--- src/rtl/tc_cpu_pkg.sv ---
// Shared types and constants for the CPU-side readback transmitter.
package tc_cpu_pkg;

  localparam int unsigned DefDataW = 128;
  localparam int unsigned DefAddrW = 16;
  localparam int unsigned DefLenW  = 16;

  typedef enum logic [1:0] {
    StIdle  = 2'd0,
    StRun   = 2'd1,
    StDrain = 2'd2,
    StDone  = 2'd3
  } state_e;

  // The skid must hold every word that can be in flight when issue stalls.
  function automatic bit rd_lat_legal(input int unsigned rd_lat, input int unsigned skid_depth);
    return (rd_lat >= 1) && (rd_lat <= 3) && (skid_depth >= rd_lat + 1);
  endfunction

endpackage

--- src/rtl/isa_readback_128_if.sv ---
// Command, memory-read and FIFO-write signals of the readback transmitter.
interface isa_readback_128_if
  import tc_cpu_pkg::*;
#(
  parameter int unsigned DATA_W = DefDataW,
  parameter int unsigned ADDR_W = DefAddrW,
  parameter int unsigned LEN_W  = DefLenW
) ();

  logic              start_i;
  logic [ADDR_W-1:0] base_addr_i;
  logic [LEN_W-1:0]  len_i;
  logic              busy_o;
  logic              done_o;
  logic              mem_rden_o;
  logic [ADDR_W-1:0] mem_addr_o;
  logic [DATA_W-1:0] mem_data_i;
  logic [DATA_W-1:0] fifo_din_o;
  logic              fifo_wren_o;
  logic              fifo_full_i;

  // Transmitter side.
  modport master (
    input  start_i, base_addr_i, len_i, mem_data_i, fifo_full_i,
    output busy_o, done_o, mem_rden_o, mem_addr_o, fifo_din_o, fifo_wren_o
  );

  // Command source, memory and FIFO side.
  modport slave (
    output start_i, base_addr_i, len_i, mem_data_i, fifo_full_i,
    input  busy_o, done_o, mem_rden_o, mem_addr_o, fifo_din_o, fifo_wren_o
  );

endinterface

--- src/rtl/readback_skid_fifo.sv ---
// Small synchronous FIFO with first-word-fall-through head and occupancy output.
module readback_skid_fifo #(
  parameter int unsigned Depth = 4,
  parameter int unsigned DataW = 128,
  parameter int unsigned OccW  = $clog2(Depth + 1)
) (
  input  logic             clk_cpu,
  input  logic             rstn,
  input  logic             push_i,
  input  logic [DataW-1:0] push_data_i,
  input  logic             pop_i,
  output logic [DataW-1:0] head_o,
  output logic [OccW-1:0]  occ_o
);

  localparam int unsigned PtrW = (Depth > 1) ? $clog2(Depth) : 1;

  logic [DataW-1:0] mem_q [Depth];
  logic [PtrW-1:0]  wr_ptr_q, rd_ptr_q;
  logic [OccW-1:0]  occ_q;

  function automatic logic [PtrW-1:0] ptr_inc(input logic [PtrW-1:0] p);
    return (p == PtrW'(Depth - 1)) ? '0 : p + PtrW'(1);
  endfunction

  // Storage is not reset; only the pointers define which entries are live.
  always_ff @(posedge clk_cpu) begin
    if (push_i) mem_q[wr_ptr_q] <= push_data_i;
  end

  // Pointer and occupancy bookkeeping; simultaneous push and pop keep occupancy.
  always_ff @(posedge clk_cpu or negedge rstn) begin
    if (!rstn) begin
      wr_ptr_q <= '0;
      rd_ptr_q <= '0;
      occ_q    <= '0;
    end else begin
      if (push_i) wr_ptr_q <= ptr_inc(wr_ptr_q);
      if (pop_i)  rd_ptr_q <= ptr_inc(rd_ptr_q);
      unique case ({push_i, pop_i})
        2'b10:   occ_q <= occ_q + OccW'(1);
        2'b01:   occ_q <= occ_q - OccW'(1);
        default: occ_q <= occ_q;
      endcase
    end
  end

  // Head reads as zero when empty so the FIFO data bus stays quiet.
  always_comb begin
    head_o = '0;
    if (occ_q != '0) head_o = mem_q[rd_ptr_q];
  end

  assign occ_o = occ_q;

endmodule

--- src/rtl/isa_readback_128.sv ---
// Readback transmitter: sweeps a memory range and pushes words into the outbound FIFO.
module isa_readback_128
  import tc_cpu_pkg::*;
#(
  parameter int unsigned DATA_W     = DefDataW,
  parameter int unsigned ADDR_W     = DefAddrW,
  parameter int unsigned LEN_W      = DefLenW,
  parameter int unsigned RD_LAT     = 1,
  parameter int unsigned SKID_DEPTH = 4
) (
  input logic                clk_cpu,
  input logic                rstn,
  isa_readback_128_if.master bus
);

  localparam int unsigned OccW = $clog2(SKID_DEPTH + 1);

  if (!rd_lat_legal(RD_LAT, SKID_DEPTH)) begin : g_param_check
    $error("isa_readback_128: RD_LAT must be 1..3 and SKID_DEPTH >= RD_LAT+1");
  end

  state_e            state_q, state_d;
  logic [ADDR_W-1:0] addr_q, addr_d;
  logic [LEN_W-1:0]  remain_q, remain_d;
  logic [RD_LAT-1:0] vpipe_q, vpipe_d;
  logic [OccW-1:0]   occ;
  logic [OccW:0]     inflight;
  logic [OccW:0]     credit_used;
  logic              issue, push, pop, drained;
  logic [DATA_W-1:0] head;

  // Credits: skid occupancy plus reads still travelling through the memory.
  always_comb begin
    inflight = '0;
    for (int i = 0; i < RD_LAT; i++) inflight = inflight + (OccW + 1)'(vpipe_q[i]);
    credit_used = {1'b0, occ} + inflight;
    issue       = (state_q == StRun) && (credit_used < (OccW + 1)'(SKID_DEPTH));
    push        = vpipe_q[RD_LAT-1];
    pop         = (occ != '0) && !bus.fifo_full_i;
    vpipe_d     = vpipe_q << 1;
    vpipe_d[0]  = issue;
    // Look ahead one edge so done follows the final FIFO write directly.
    drained     = (vpipe_d == '0) &&
                  (((occ == '0) && !push) || ((occ == OccW'(1)) && pop && !push));
  end

  // Next-state logic for the sweep sequencer.
  always_comb begin
    state_d  = state_q;
    addr_d   = addr_q;
    remain_d = remain_q;
    unique case (state_q)
      StIdle: begin
        if (bus.start_i) begin
          if (bus.len_i != '0) begin
            state_d  = StRun;
            addr_d   = bus.base_addr_i;
            remain_d = bus.len_i;
          end else begin
            state_d = StDone;
          end
        end
      end
      StRun: begin
        if (issue) begin
          addr_d   = addr_q + ADDR_W'(1);
          remain_d = remain_q - LEN_W'(1);
          if (remain_q == LEN_W'(1)) state_d = StDrain;
        end
      end
      StDrain: begin
        if (drained) state_d = StDone;
      end
      StDone:  state_d = StIdle;
      default: state_d = StIdle;
    endcase
  end

  // Sequencer state, address/length counters and read-valid pipe.
  always_ff @(posedge clk_cpu or negedge rstn) begin
    if (!rstn) begin
      state_q  <= StIdle;
      addr_q   <= '0;
      remain_q <= '0;
      vpipe_q  <= '0;
    end else begin
      state_q  <= state_d;
      addr_q   <= addr_d;
      remain_q <= remain_d;
      vpipe_q  <= vpipe_d;
    end
  end

  readback_skid_fifo #(
    .Depth (SKID_DEPTH),
    .DataW (DATA_W),
    .OccW  (OccW)
  ) u_skid (
    .clk_cpu     (clk_cpu),
    .rstn        (rstn),
    .push_i      (push),
    .push_data_i (bus.mem_data_i),
    .pop_i       (pop),
    .head_o      (head),
    .occ_o       (occ)
  );

  assign bus.busy_o      = (state_q != StIdle);
  assign bus.done_o      = (state_q == StDone);
  assign bus.mem_rden_o  = issue;
  assign bus.mem_addr_o  = addr_q;
  assign bus.fifo_wren_o = pop;
  assign bus.fifo_din_o  = head;

endmodule

--- src/flat_wrapper.sv ---
// flat-port wrapper written by rule: the top's interface ports become plain ports
module isa_readback_128_flat import tc_cpu_pkg::*;
#(
  parameter int unsigned DATA_W     = DefDataW,
  parameter int unsigned ADDR_W     = DefAddrW,
  parameter int unsigned LEN_W      = DefLenW,
  parameter int unsigned RD_LAT     = 1,
  parameter int unsigned SKID_DEPTH = 4
)
  (clk_cpu, rstn, bus_start_i, bus_base_addr_i, bus_len_i, bus_mem_data_i, bus_fifo_full_i, bus_busy_o, bus_done_o, bus_mem_rden_o, bus_mem_addr_o, bus_fifo_din_o, bus_fifo_wren_o);
  isa_readback_128_if #(.DATA_W(DATA_W), .ADDR_W(ADDR_W), .LEN_W(LEN_W)) bus_i ();
  input logic clk_cpu;
  input logic rstn;
  input wire logic [$bits(bus_i.start_i)-1:0] bus_start_i;
  input wire logic [$bits(bus_i.base_addr_i)-1:0] bus_base_addr_i;
  input wire logic [$bits(bus_i.len_i)-1:0] bus_len_i;
  input wire logic [$bits(bus_i.mem_data_i)-1:0] bus_mem_data_i;
  input wire logic [$bits(bus_i.fifo_full_i)-1:0] bus_fifo_full_i;
  output wire logic [$bits(bus_i.busy_o)-1:0] bus_busy_o;
  output wire logic [$bits(bus_i.done_o)-1:0] bus_done_o;
  output wire logic [$bits(bus_i.mem_rden_o)-1:0] bus_mem_rden_o;
  output wire logic [$bits(bus_i.mem_addr_o)-1:0] bus_mem_addr_o;
  output wire logic [$bits(bus_i.fifo_din_o)-1:0] bus_fifo_din_o;
  output wire logic [$bits(bus_i.fifo_wren_o)-1:0] bus_fifo_wren_o;
  assign bus_i.start_i = bus_start_i;
  assign bus_i.base_addr_i = bus_base_addr_i;
  assign bus_i.len_i = bus_len_i;
  assign bus_i.mem_data_i = bus_mem_data_i;
  assign bus_i.fifo_full_i = bus_fifo_full_i;
  assign bus_busy_o = bus_i.busy_o;
  assign bus_done_o = bus_i.done_o;
  assign bus_mem_rden_o = bus_i.mem_rden_o;
  assign bus_mem_addr_o = bus_i.mem_addr_o;
  assign bus_fifo_din_o = bus_i.fifo_din_o;
  assign bus_fifo_wren_o = bus_i.fifo_wren_o;
  isa_readback_128 #(.DATA_W(DATA_W), .ADDR_W(ADDR_W), .LEN_W(LEN_W), .RD_LAT(RD_LAT), .SKID_DEPTH(SKID_DEPTH)) u_core (.clk_cpu(clk_cpu), .rstn(rstn), .bus(bus_i));
endmodule
--- config.mk ---
export PLATFORM = sky130hd
export DESIGN_NAME = isa_readback_128_flat
export DESIGN_NICKNAME = d
export VERILOG_FILES = /design/src/rtl/tc_cpu_pkg.sv /design/src/rtl/isa_readback_128_if.sv /design/src/rtl/readback_skid_fifo.sv /design/src/rtl/isa_readback_128.sv /design/src/flat_wrapper.sv
export SDC_FILE = /design/constraint.sdc
export NUM_CORES = 1
export LEC_CHECK = 0
export CORE_MARGIN = 2
export CORE_UTILIZATION = 50
export CTS_BUF_LIST = sky130_fd_sc_hd__clkbuf_4 sky130_fd_sc_hd__clkbuf_8 sky130_fd_sc_hd__clkbuf_16
export CTS_CLUSTER_DIAMETER = 100
export DETAILED_ROUTE_END_ITERATION = 10
export HOLD_SLACK_MARGIN = 0.15
export PLACE_DENSITY = 0.77
export SLEW_MARGIN = 20
export SYNTH_ARGS = -nofsm -noshare
export SYNTH_HDL_FRONTEND = slang
export SYNTH_SLANG_ARGS = --single-unit
--- constraint.sdc ---
create_clock -name clk_cpu -period 5.86 [get_ports clk_cpu]
set_clock_uncertainty 0.1 [all_clocks]
set_input_delay 1.172 -clock clk_cpu [delete_from_list [all_inputs] [get_ports clk_cpu]]
set_output_delay 1.172 -clock clk_cpu [all_outputs]
set_load 0.005 [all_outputs]
==> results by stage, run 1 <==
Status:
- The run finished with clean final reports.

STA:
- The ratio of final minimum period to clock period is 0.758.
- The worst slew margin relative to its limit is 0.266.
- Setup violations remaining at the end of the flow were counted as 0.
- Setup repair after global routing left no endpoint under its margin.
- The final worst slack is roughly 1.4 ns.
- The number of max-slew violations in the final report is 0.
- The number of endpoints with negative hold slack in the final report was 0.
- Setup total negative slack on the finished layout was measured at 0 ns.
- For the pin with the worst max-slew slack, the measured transition is roughly 1.1 ns.
- The clock period minus final worst setup slack is 4.44 ns.
- Derived from the worst setup path, the maximum achievable clock frequency is around 0.23 GHz.

Global route:
- For this run the aggregate overflow at the end of global routing stands at 0.
- The largest net degree at the start of global routing is 78.
- The first global-routing pass estimated 72400 um of wire.
- The number of global-route vias before repair was 12316.
- The total global-route track usage is 0.205.
- The number of antenna violations at the first check in global routing was 5.

Yosys:
- Sorting the synthesized cells by area gives the leading types as sky130_fd_sc_hd__edfxtp_1 (70%), sky130_fd_sc_hd__mux4_2 (13%), sky130_fd_sc_hd__dfrtp_1 (4.8%).
- After synthesis, the most frequently instantiated cells are sky130_fd_sc_hd__edfxtp_1 (512), sky130_fd_sc_hd__nor2b_1 (130), sky130_fd_sc_hd__mux4_2 (128).
- The xor/xnor cell area share of the yosys netlist is 0.00119.
- In the synthesized netlist the dominant register cell turns out to be sky130_fd_sc_hd__edfxtp_1.
- The area share of the largest cell type after synthesis is 0.697.
- The number of synthesized flops with an enable pin is 512.
- The flop and latch count out of synthesis is 554.
- The synthesized-area fraction occupied by adder cells is 0.00965.
- Averaged over all synthesized cells, the footprint is 19.6 sq um.
- The total of warnings raised by yosys is 0.
- The largest total area in the synthesized netlist belongs to sky130_fd_sc_hd__edfxtp_1.
- After technology mapping, the gate count stands at between 1000 and 1500.
- Synthesis instantiated 57 different standard cells from the library.
- The share of flip-flops with an asynchronous set or reset is 0.0758.
- The post-synthesis instance area is 22100 sq um.
- Counting every net in the synthesized netlist gives 1306.
- The fraction of the mapped netlist area in compound gates is 0.0336.
- The simple-gate share of the synthesized area is 0.0606.
- The portion of synthesized area spent on multiplexers is 0.135.
- The sequential cell area fraction in the yosys report is 0.745.
- Among all cell types in the netlist, the one instantiated most often is sky130_fd_sc_hd__edfxtp_1.
- By area, the combinational part of the netlist is dominated by multiplexers.

Floorplanning:
- The die height is 214 um.
- The region available for standard cell placement spans 43300 sq um.
- The die covers 45800 sq um.
- The I/O pin count is 312.
- The row count is 76.
- The die width is ~210 um.
- The initial core utilization is 0.510.

Drt:
- The pre-antenna-repair detailed-routing pass consisted of 5 iterations.
- In the routed layout, each cell is associated on average with a via count of approximately 5.6.
- In the routed design, unresolved DRC markers number 0.
- The routed layout has between 10000 and 15000 vias.
- The routed wire length is 46600 um.
- Dividing the detail-routed wire length by the instance count gives 22.4 um.
- After the first detailed-routing iteration, the DRC count stood at 1211.
- The detail route stage leaves a number of antenna-violating nets equal to 0.

Finish:
- The number of standard cells in the layout, taps in and fillers out is 2081.
- The finished cells cover 27700 sq um.
- In the final layout, flip-flops and latches occupy approximately 16000 sq um.
- The area growth from synthesis to layout is 25.5%.
- The final-layout fill cell count is slightly below 3000.
- The proportion of layout cells with a drive suffix above 1 is 0.175.
- In the final layout, the multi-input gates occupy between 5000 and 6000 sq um.
- The number of nets in the layout is 1634.

Clock tree:
- In this run, post-CTS hold repair placed 0 buffers.
- The H-tree was split into 2 levels.
- The total clock sinks is between 500 and 600.
- The number of CTS-inserted buffers is 55.
- For the worst-skew pair, the clock arrives at the later sink with an insertion delay of approximately 0.58 ns.
- The tree is rooted in a sky130_fd_sc_hd__clkbuf_16.
- After clock tree synthesis, the clock-pin slew on the worst setup and hold paths is roughly 0.060 ns.
- The CTS tree is yes.
- In this run, post-CTS repair resized a total of 0 instances.
- The post-CTS setup-driven buffer insertion count is 0.
- Counting along the longest clock path gives a buffer depth of 3.

Worst setup path:
- STA classifies the critical path startpoint as a flop.
- Data on the critical path is required at its endpoint by 4.59 ns.
- On the worst path, the slowest cell contributes a delay of slightly below 1 ns.
- The critical path class is reg -> out.
- The slowest stage of the critical path is the sky130_fd_sc_hd__dfrtp_4 cell.
- Broken down by cell family, the worst path's largest delay share belongs to flip-flops.
- Traced cell by cell, the critical path runs through buf_4 > mux4_2 > nor2b_1 > clkdlybuf4s50_1.
- STA classifies the critical path endpoint as an output pin.
- STA puts the critical path data arrival time at between 3 and 4 ns.
- The number of buffers and inverters on the critical path is 2.
- Of all nets on the critical path, the largest fanout is 39.

Flow run:
- The tool flagged a number of max-cap violations equal to 0.

Placed design:
- The worst-case setup slack after placement is 1.91 ns.
- The quantity of I/O buffers inserted on ports is 311.
- The congestion estimate from routability-driven global placement came to around 0.88.
- Once placement completed, the tool counted placed cells totaling 1981.
- The placed instances occupy a cell area of 25900 sq um.
- Detailed placement finished with a half-perimeter wire length of 28200 um.

Power:
- Cell internal power was estimated by the tool at 0.0100 W.
- Of the total power, combinational logic draws 0.371.
- Of the total power, registers draw 0.389.
- For this design the ratio of total power to cell area is 511 nW/um^2.
- The total chip power is 0.0142 W.
- The clock share of power is 0.240.
- The maximum vdd drop is between 0.3 and 0.4 mV.
- For this design the total switching power over the nets is 0.00414 W.
- The leakage power is 9.09 nW.
- Of the total power, the share spent switching nets is 0.292.

Worst hold path:
- The worst hold path belongs to the class reg -> reg.
-- cell type report --
cell class | count | share of cell area
Tap cell | 585 | 0.0264
Antenna cell | 1 | 0.0000904
Sequential cell | 554 | 0.594
Inverter | 15 | 0.00203
Clock inverter | 29 | 0.00954
Timing Repair Buffer | 332 | 0.122
Clock buffer | 70 | 0.0540
Multi-Input combinational cell | 495 | 0.192
-- tightest hold or removal path, delay by kind of cell (launching register included) --
family             cells  cell delay [ns]
DFF                    1             0.37
AOI/OAI and AO/OA      2             0.15
-- sequential cells by signal (all words and copies together) (netlist names) --
register / count
u_core.u_skid.mem_q: 512
u_core.bus.mem_addr_o: 16
u_core.remain_q: 16
u_core.u_skid.occ_o: 3
u_core.state_q: 2
u_core.u_skid.rd_ptr_q: 2
u_core.u_skid.wr_ptr_q: 2
u_core.push: 1
-- kinds of logic after synthesis --
logic type               Yosys count
AND/OR/NAND/NOR                  221
AO/OA/AOI/OAI                    116
multiplexers                     138
XOR/XNOR                           3
flip-flops                       554
buffers and inverters             76
adder cells (fa/ha/maj)           17
-- cells in the final DEF (no fill, tap or decap), types with 8 or more instances in the layout --
| cell type | synthesis | routed |
|---|---|---|
| sky130_fd_sc_hd__nand2_1 | 14 | 14 |
| sky130_fd_sc_hd__ha_1 | 17 | 17 |
| sky130_fd_sc_hd__inv_1 | 15 | 15 |
| sky130_fd_sc_hd__buf_4 | 1 | 13 |
| sky130_fd_sc_hd__o2111ai_1 | 12 | 12 |
| sky130_fd_sc_hd__nor4_1 | 9 | 9 |
| sky130_fd_sc_hd__mux4_2 | 128 | 128 |
| sky130_fd_sc_hd__nor2b_1 | 130 | 129 |
| sky130_fd_sc_hd__dfrtp_1 | 42 | 40 |
| sky130_fd_sc_hd__a21oi_1 | 25 | 25 |
| sky130_fd_sc_hd__o22ai_1 | 20 | 20 |
| sky130_fd_sc_hd__o21ai_0 | 32 | 32 |
| sky130_fd_sc_hd__clkdlybuf4s50_1 | 0 | 310 |
| sky130_fd_sc_hd__nand3_1 | 9 | 9 |
| sky130_fd_sc_hd__buf_12 | 0 | 9 |
| sky130_fd_sc_hd__nor2_1 | 17 | 17 |
| sky130_fd_sc_hd__edfxtp_1 | 512 | 512 |
| sky130_fd_sc_hd__clkinv_1 | 0 | 13 |
| sky130_fd_sc_hd__clkinv_2 | 0 | 8 |
| sky130_fd_sc_hd__clkbuf_4 | 0 | 14 |
| sky130_fd_sc_hd__clkbuf_16 | 0 | 55 |
-- worst paths after layout --
path | from | endpoint | cells past startpoint | slack, ns
worst max-delay path | u_core.u_skid.rd_ptr_q[0] | bus_fifo_din_o[50] | 4 | 1.42
max in group asynchronous | rstn | u_core.u_skid.rd_ptr_q[0] | 1 | 4.71
worst min-delay path | u_core.remain_q[10] | u_core.remain_q[10] | 2 | 0.46
worst max register to register | u_core.state_q[1] | u_core.bus.mem_addr_o[15] | 9 | 2.69
worst min register to register | u_core.remain_q[10] | u_core.remain_q[10] | 2 | 0.46
min in group asynchronous | rstn | u_core.remain_q[3] | 1 | 0.50
-- power by group through the flow --
stage	Combinational (W)	Clock [W]	Sequential [W]
floorplan	0.00291	0	0.00540
global placement	0.00528	0	0.00555
detailed placement	0.00529	0	0.00559
CTS	0.00535	0.00348	0.00552
global route	0.00568	0.00362	0.00558
finish	0.00526	0.00340	0.00550
-- metrics by stage --
| step | hold slack, ns | utilization |
|---|---|---|
| 2_1_floorplan | 0.401 | - |
| 3_3_place_gp | 0.447 | 0.599 |
| 3_5_place_dp | 0.442 | 0.599 |
| 4_1_cts | 0.455 | 0.640 |
| 5_1_grt | 0.490 | 0.640 |
| 6_report | 0.456 | 0.640 |
-- routing by layer --
layer  up-vias  GRT usage  routed length (um)
met3        77     0.0610                3850
met2       432      0.338               23000
met1      5995      0.264               18600
li1       5208          -                   -
met5         -          0                  51
met4         8     0.0625                1040
(Power assumes the default switching activity.)
==> run 2, diff against run 1 <==
==> constraint.sdc (replaced) <==
create_clock -name clk_cpu -period 4.4 [get_ports clk_cpu]
set_clock_uncertainty 0.1 [all_clocks]
set_input_delay 0.88 -clock clk_cpu [delete_from_list [all_inputs] [get_ports clk_cpu]]
set_output_delay 0.88 -clock clk_cpu [all_outputs]
set_load 0.005 [all_outputs]
==> run 2 against run 1 <==
Worst hold slack got worse by 0.25 ns; power rose by 36%; global-route usage rose by 0.50 points; register-to-register slack worse by 1.3 ns; via count up 0.76%; first-iteration DRC count is 23% lower; final area is 0.95% higher; cell count is 0.67% higher; utilization rose by 0.61 points; non-clock buffer count rose by 9; sequential share of layout area shrank 0.56 points; critical endpoint is now bus_fifo_din_o[52]; highest routed layer unchanged.
==> results by stage, run 2 (same netlist as run 1, synthesis figures left out) <==
Status:
- The run finished with clean final reports.

Finish:
- The final core utilization is 0.646 (+0.00607).
- Leaving out fill and tap cells, the most frequent cell in the layout is sky130_fd_sc_hd__edfxtp_1.
- The final-layout fill cell count came to 2904 (-2.1%).
- Compared with the post-synthesis result, the final layout area differs by 26.7%.
- The proportion of layout cells with a drive suffix above 1 is 0.184 (+0.00922).
- The number of nets in the layout is 1643 (+0.55%).
- The register name with the most flops is u_core.u_skid.mem_q.
- The number of standard cells in the layout, taps in and fillers out is 2095 (+0.67%).
- In the layout the commonest cells are sky130_fd_sc_hd__edfxtp_1 (512), sky130_fd_sc_hd__clkdlybuf4s50_1 (310), sky130_fd_sc_hd__nor2b_1 (129), sky130_fd_sc_hd__mux4_2 (128), sky130_fd_sc_hd__clkbuf_16 (57).
- The flip-flop count of the largest register, all copies and words added was 512 (unchanged).
- The post-route cell area is 27900 sq um (+0.95%).

Drt:
- The via density per instance is 5.64 (about the same).
- The number of violations reported at the end of detailed-routing iteration 0 is 928 (-23%).
- The count of nets left with antenna violations after detail routing came to 0 (unchanged).
- The routed wire length is 47500 um (+1.9%).
- The number of remaining DRC errors came to 0 (unchanged).
- The detailed-router iteration count before antenna repair is 5 (unchanged).
- The vias after detailed routing is 11809 (+0.76%).
- The routed wirelength normalized by instance count is 22.7 um (+1.3%).

Global route:
- The largest net degree at the start of global routing is 76 (-2.6%).
- The number of antenna violations at the first check in global routing is 6 (+1).
- The total global routing overflow is 0 (unchanged).
- The total global-route track usage came to 0.210 (+0.00496).
- The first-pass GRT wire length is 74300 um (+2.6%).
- The number of global-route vias before repair is 12489 (+1.4%).

Clock tree:
- The clock tree root driver cell is sky130_fd_sc_hd__clkbuf_16.
- The count of instances resized after the clock tree is built is 0 (unchanged).
- The number of levels the H-tree was split into is 2 (unchanged).
- The number of buffers between clock root and the deepest sink came to 3 (unchanged).
- The total of hold buffers inserted after clock tree synthesis was 0 (unchanged).
- The post-CTS setup-driven buffer insertion count is 0 (unchanged).
- The number of CTS-inserted buffers is 55 (unchanged).
- The total clock sinks came to 554 (unchanged).
- The insertion delay to the later sink of the worst-skew pair is 0.58 ns (about the same).
- TritonCTS built the clock tree.
- The clock transition at the register clock pins on the worst setup and hold paths after CTS came to 0.06 ns (about the same).

STA:
- Subtracting the final worst setup slack from the clock period gives 3.81 ns.
- The transition at the pin with the smallest max-transition slack is 0.819 ns (-0.282 ns).
- The worst slew margin relative to its limit was 0.453 (+0.187).
- The number of max-slew violations in the final report came to 0 (unchanged).
- The total negative slack for setup checks came to 0 ns (unchanged).
- Setup repair after global routing left no endpoint under its margin.
- The ratio of final minimum period to clock period is 0.866.
- The number of endpoints with negative hold slack in the final report is 0 (unchanged).
- Derived from the worst setup path, the maximum achievable clock frequency is 0.262 GHz.
- The final-report setup violation count is 0 (unchanged).

Worst setup path:
- The category of the worst setup path capture point is an output pin.
- The arrival time of data at the critical path endpoint came to 2.83 ns (-0.34 ns).
- The worst setup path is launched from a flop.
- The start point of the critical path is u_core.u_skid.rd_ptr_q[0].
- The cell depth of the worst flop-to-flop path is 9 (unchanged).
- The worst register-to-register path ends at u_core.remain_q[12].
- The startpoint identified for the worst register-to-register timing path is u_core.state_q[1].
- The top fanout value on the critical path came to 47 (+21%).
- The register-to-register setup slack came to 1.38 ns (-1.31 ns).
- The data required time of the worst path is 3.42 ns (-1.17 ns).
- The critical path class is reg -> out.

Placed design:
- The placed instance count is 1990 (+0.45%).
- The placed wire-length estimate after detailed placement is 29200 um (+3.6%).
- The final estimated routing congestion in global placement is 0.866 (-1.2%).
- The quantity of I/O buffers inserted on ports is 311 (unchanged).
- The placement-stage cell area is 26000 sq um (+0.36%).

Floorplanning:
- The die width is 214 um (unchanged).
- The die height is 214 um (unchanged).
- The total die area is 45800 sq um (unchanged).
- The initial core utilization is 0.510 (unchanged).
- The row count is 76 (unchanged).
- The I/O pin count came to 312 (unchanged).
- The core region area is 43300 sq um (unchanged).

Power:
- The maximum vdd drop was 0.436 mV (+27%).
- The total power per unit cell area is 690 nW/um^2 (+35%).
- The leakage power is 9.21 nW (+1.3%).

Flow run:
- The number of max-cap violations is 0 (unchanged).

Worst hold path:
- The worst hold-check path type is in -> async.
run 2: how the worst max path moves through the flow:
stage               slack, ns                   endpoint
floorplan                0.24  u_core.u_skid.mem_q[0][0]
CTS                      0.49         bus_fifo_din_o[52]
finish                   0.59         bus_fifo_din_o[52]
global placement         1.15         u_core.remain_q[5]
detailed placement       1.06         u_core.remain_q[3]
global route             0.40         bus_fifo_din_o[52]
run 2: final cells by class:
class                           count  area [sq um]  share of cell area
Multi-Input combinational cell    495          5320               0.190
Timing Repair Buffer              341          3470               0.124
Inverter                           15          56.3             0.00201
Antenna cell                        3          7.51            0.000269
Tap cell                          585           732              0.0262
Clock buffer                       74          1560              0.0558
Sequential cell                   554         16400               0.588
Clock inverter                     28           364              0.0130
run 2: per-layer routing:
layer | vias up | global-route usage | wire (um)
met5 | - | 0 | 66
met4 | 10 | 0.0464 | 803
met3 | 65 | 0.0745 | 4120
met2 | 387 | 0.350 | 23900
met1 | 6102 | 0.266 | 18600
li1 | 5245 | - | -
run 2: where the power goes:
group | switching (W) | total, W | internal [W]
Sequential | 0.000538 | 0.00727 | 0.00673
Combinational | 0.00316 | 0.00713 | 0.00397
Clock | 0.00187 | 0.00487 | 0.00301
run 2: critical path, cell delays in order, from the launching register on:
cell	delay, ns
sky130_fd_sc_hd__dfrtp_4	0.60
sky130_fd_sc_hd__buf_12	0.38
sky130_fd_sc_hd__mux4_2	0.55
sky130_fd_sc_hd__nor2b_1	0.17
sky130_fd_sc_hd__clkdlybuf4s50_1	0.50
run 2: stage by stage:
step | hold slack [ns] | power (W) | setup slack (ns)
2_1_floorplan | 0.401 | 0.0111 | 0.241
3_3_place_gp | 0.430 | 0.0145 | 1.15
3_5_place_dp | 0.461 | 0.0146 | 1.06
4_1_cts | 0.401 | 0.0195 | 0.494
5_1_grt | 0.210 | 0.0203 | 0.400
6_report | 0.202 | 0.0193 | 0.588
==> run 3, diff against run 2 <==
--- a/config.mk
+++ b/config.mk
@@ -11,7 +11,7 @@
 export CTS_CLUSTER_DIAMETER = 100
 export DETAILED_ROUTE_END_ITERATION = 10
 export HOLD_SLACK_MARGIN = 0.15
-export PLACE_DENSITY = 0.77
+export PLACE_DENSITY_LB_ADDON = 0.15
 export SLEW_MARGIN = 20
 export SYNTH_ARGS = -nofsm -noshare
 export SYNTH_HDL_FRONTEND = slang
==> run 3 against run 2 <==
Clock power rose by 4%; via count fell by 0.57%; wire length rose by 1.3%; global-route usage barely moved; worst hold slack got worse by 0.020 ns.
==> results by stage, run 3 (same netlist as run 1, synthesis figures left out) <==
Drt:
- The count of nets left with antenna violations after detail routing is 0 (unchanged).
- The detailed-router iteration count before antenna repair came to 7 (+2).
- The via density per instance was 5.60 (-0.66%).
- The number of violations reported at the end of detailed-routing iteration 0 was 875 (-5.7%).
- The routed wirelength normalized by instance count is 22.9 um (+1.2%).
- The number of remaining DRC errors is 0 (unchanged).
- The routed wire length is 48100 um (+1.3%).
- The vias after detailed routing is 11742 (-0.57%).

Clock tree:
- The number of levels the H-tree was split into is 2 (unchanged).
- The insertion delay to the later sink of the worst-skew pair is 0.59 ns (about the same).
- The post-CTS setup-driven buffer insertion count was 0 (unchanged).
- The number of CTS-inserted buffers is 56 (+1.8%).
- The total of hold buffers inserted after clock tree synthesis is 0 (unchanged).
- The cell sitting at the root of the clock tree is a sky130_fd_sc_hd__clkbuf_16.
- The total clock sinks is 554 (unchanged).
- The clock transition at the register clock pins on the worst setup and hold paths after CTS is 0.06 ns (about the same).
- The count of instances resized after the clock tree is built is 0 (unchanged).
- TritonCTS built the clock tree.
- The number of buffers between clock root and the deepest sink came to 3 (unchanged).

Worst setup path:
- The delay of the slowest cell on the worst path was 0.88 ns (+0.28 ns).
- The data required time of the worst path came to 3.42 ns (about the same).
- Walking the worst path, the cells encountered are buf_4 > mux4_2 > nor2b_1 > clkdlybuf4s50_1.
- The critical path's slowest cell is sky130_fd_sc_hd__dfrtp_4.
- STA classifies the critical path startpoint as a flop.
- By startpoint and endpoint, the worst setup path is classified as reg -> out.
- The category of the worst setup path capture point is an output pin.
- The cell depth of the worst flop-to-flop path is 10 (+1).
- The startpoint identified for the worst register-to-register timing path is u_core.state_q[1].
- The register-to-register setup slack is 1.69 ns (+0.31 ns).
- The top fanout value on the critical path is 34 (-28%).
- The arrival time of data at the critical path endpoint is 3.08 ns (+0.25 ns).
- The capture point of the worst reg-to-reg path is u_core.bus.mem_addr_o[9].

Power:
- The maximum vdd drop came to 0.482 mV (+11%).
- The leakage power is 9.26 nW (+0.46%).
- The share of total power consumed by net switching is 0.290 (+0.00101).
- The total power per unit cell area was 694 nW/um^2 (+0.58%).
- The clock share of power was 0.261 (+0.008).
- The power share of the sequential group is 0.377 (about the same).
- The internal power of the cells is 0.0138 W (+0.59%).
- The total chip power was 0.0194 W (+0.73%).
- The net switching power is 0.00563 W (+1.1%).
- The part of the total power dissipated in combinational logic is 0.362 (-0.008).

STA:
- Setup repair after global routing left no endpoint under its margin.
- The total negative slack for setup checks is 0 ns (unchanged).
- The worst slew margin relative to its limit is 0.467 (+0.0147).
- The final-report setup violation count was 0 (unchanged).
- The highest clock frequency the design can meet is 0.246 GHz (-6.2%).
- The clock period minus final worst setup slack came to 4.06 ns (+0.251 ns).
- The tightest hold margin is 0.182 ns (-0.0200 ns).
- The number of endpoints with negative hold slack in the final report is 0 (unchanged).
- The ratio of final minimum period to clock period was 0.923 (+0.0570).
- The number of max-slew violations in the final report is 0 (unchanged).
- The transition at the pin with the smallest max-transition slack was 0.797 ns (-0.0220 ns).

Global route:
- The number of antenna violations at the first check in global routing came to 5 (-1).
- The number of global-route vias before repair is 12365 (-0.99%).
- The total global routing overflow was 0 (unchanged).
- The first-pass GRT wire length is 73800 um (-0.71%).
- The total global-route track usage is 0.210 (+0.000465).
- The largest net degree at the start of global routing is 66 (-13%).

Finish:
- The area growth from synthesis to layout is 26.9%.
- The area of the multi-input gates is 5320 sq um (unchanged).
- The register name with the most flops is u_core.u_skid.mem_q.
- The final-layout fill cell count was 3025 (+4.2%).
- The leading cell type in the layout, fill and taps excluded is sky130_fd_sc_hd__edfxtp_1.
- The final core utilization is 0.647 (+0.000926).
- The proportion of layout cells with a drive suffix above 1 came to 0.188 (+0.00307).
- The number of nets in the layout is 1644 (+0.061%).
- In the layout the commonest cells are sky130_fd_sc_hd__edfxtp_1 (512), sky130_fd_sc_hd__clkdlybuf4s50_1 (310), sky130_fd_sc_hd__nor2b_1 (129), sky130_fd_sc_hd__mux4_2 (128), sky130_fd_sc_hd__clkbuf_16 (57).
- The area used by sequential logic in the layout is 16400 sq um (unchanged).
- The flip-flop count of the largest register, all copies and words added is 512 (unchanged).

Floorplanning:
- The die width is 214 um (unchanged).
- The total die area is 45800 sq um (unchanged).
- The row count came to 76 (unchanged).
- The core region area is 43300 sq um (unchanged).
- The initial core utilization came to 0.510 (unchanged).
- The I/O pin count is 312 (unchanged).
- The die height is 214 um (unchanged).

Placed design:
- The placed wire-length estimate after detailed placement is 29400 um (+0.79%).
- The final estimated routing congestion in global placement is 0.831 (-4.0%).
- The quantity of I/O buffers inserted on ports is 311 (unchanged).

Status:
- The flow ran to the end, and the final reports show no timing, DRC or antenna violations.

Flow run:
- The number of max-cap violations is 0 (unchanged).

Worst hold path:
- The path class of the tightest hold or removal check is in -> async.
run 3: cell types whose count changed in the layout (fill, tap and decap cells not counted), moves of 3 or more:
cell                         change
sky130_fd_sc_hd__clkinvlp_4      -4
sky130_fd_sc_hd__clkinv_2        +9
sky130_fd_sc_hd__clkinv_1        -3
sky130_fd_sc_hd__clkbuf_4        -7
sky130_fd_sc_hd__clkinv_4        +3
run 3: metal layers:
metal	share of wire	routed length, um	GRT usage
met3	0.069	3320	0.0572
met5	0.00085	41	0
met2	0.50	23900	0.344
met1	0.42	20100	0.280
met4	0.016	763	0.0597
run 3: how the worst max path moves through the flow:
stage	endpoint	cells past startpoint	start
floorplan	u_core.u_skid.mem_q[0][0]	3	u_core.u_skid.wr_ptr_q[0]
global placement	bus_fifo_din_o[120]	4	u_core.u_skid.rd_ptr_q[0]
detailed placement	bus_fifo_din_o[120]	4	u_core.u_skid.rd_ptr_q[0]
CTS	bus_fifo_din_o[120]	4	u_core.u_skid.rd_ptr_q[0]
global route	bus_fifo_din_o[120]	4	u_core.u_skid.rd_ptr_q[0]
finish	bus_fifo_din_o[120]	4	u_core.u_skid.rd_ptr_q[0]
run 3: power by group through the flow:
stage | sequential, W | clock (W) | combinational, W
after global routing | 0.00742 | 0.00536 | 0.00758
after detailed placement | 0.00743 | 0 | 0.00713
after floorplan | 0.00719 | 0 | 0.00388
final | 0.00732 | 0.00506 | 0.00704
after global placement | 0.00738 | 0 | 0.00709
after CTS | 0.00733 | 0.00517 | 0.00717
run 3: metrics by stage:
stage / cells / instance area [sq um] / setup WS [ns]
finish: 2097 / 28000 / 0.338
global route: 2096 / 28000 / 0.137
CTS: 2094 / 28000 / 0.193
detailed placement: 1990 / 26000 / 0.851
global placement: 1990 / 26000 / 0.867
floorplan: 1125 / 22100 / 0.241
run 3: layout make-up:
cell class              instances  share of cell area
diodes                          3            0.000268
well taps                     585              0.0262
multi-input cells             495               0.190
flip-flops and latches        554               0.587
clock inverters                35              0.0162
inverters                      15             0.00201
clock buffers                  69              0.0549
repair buffers                341               0.123
run 3: critical path: cells and delay by family, from the launching register on:
kind / cells / cell delay (ns)
buffers and inverters: 2 / 0.89
flip-flops: 1 / 0.88
multiplexers: 1 / 0.56
AND/OR/NAND/NOR: 1 / 0.15
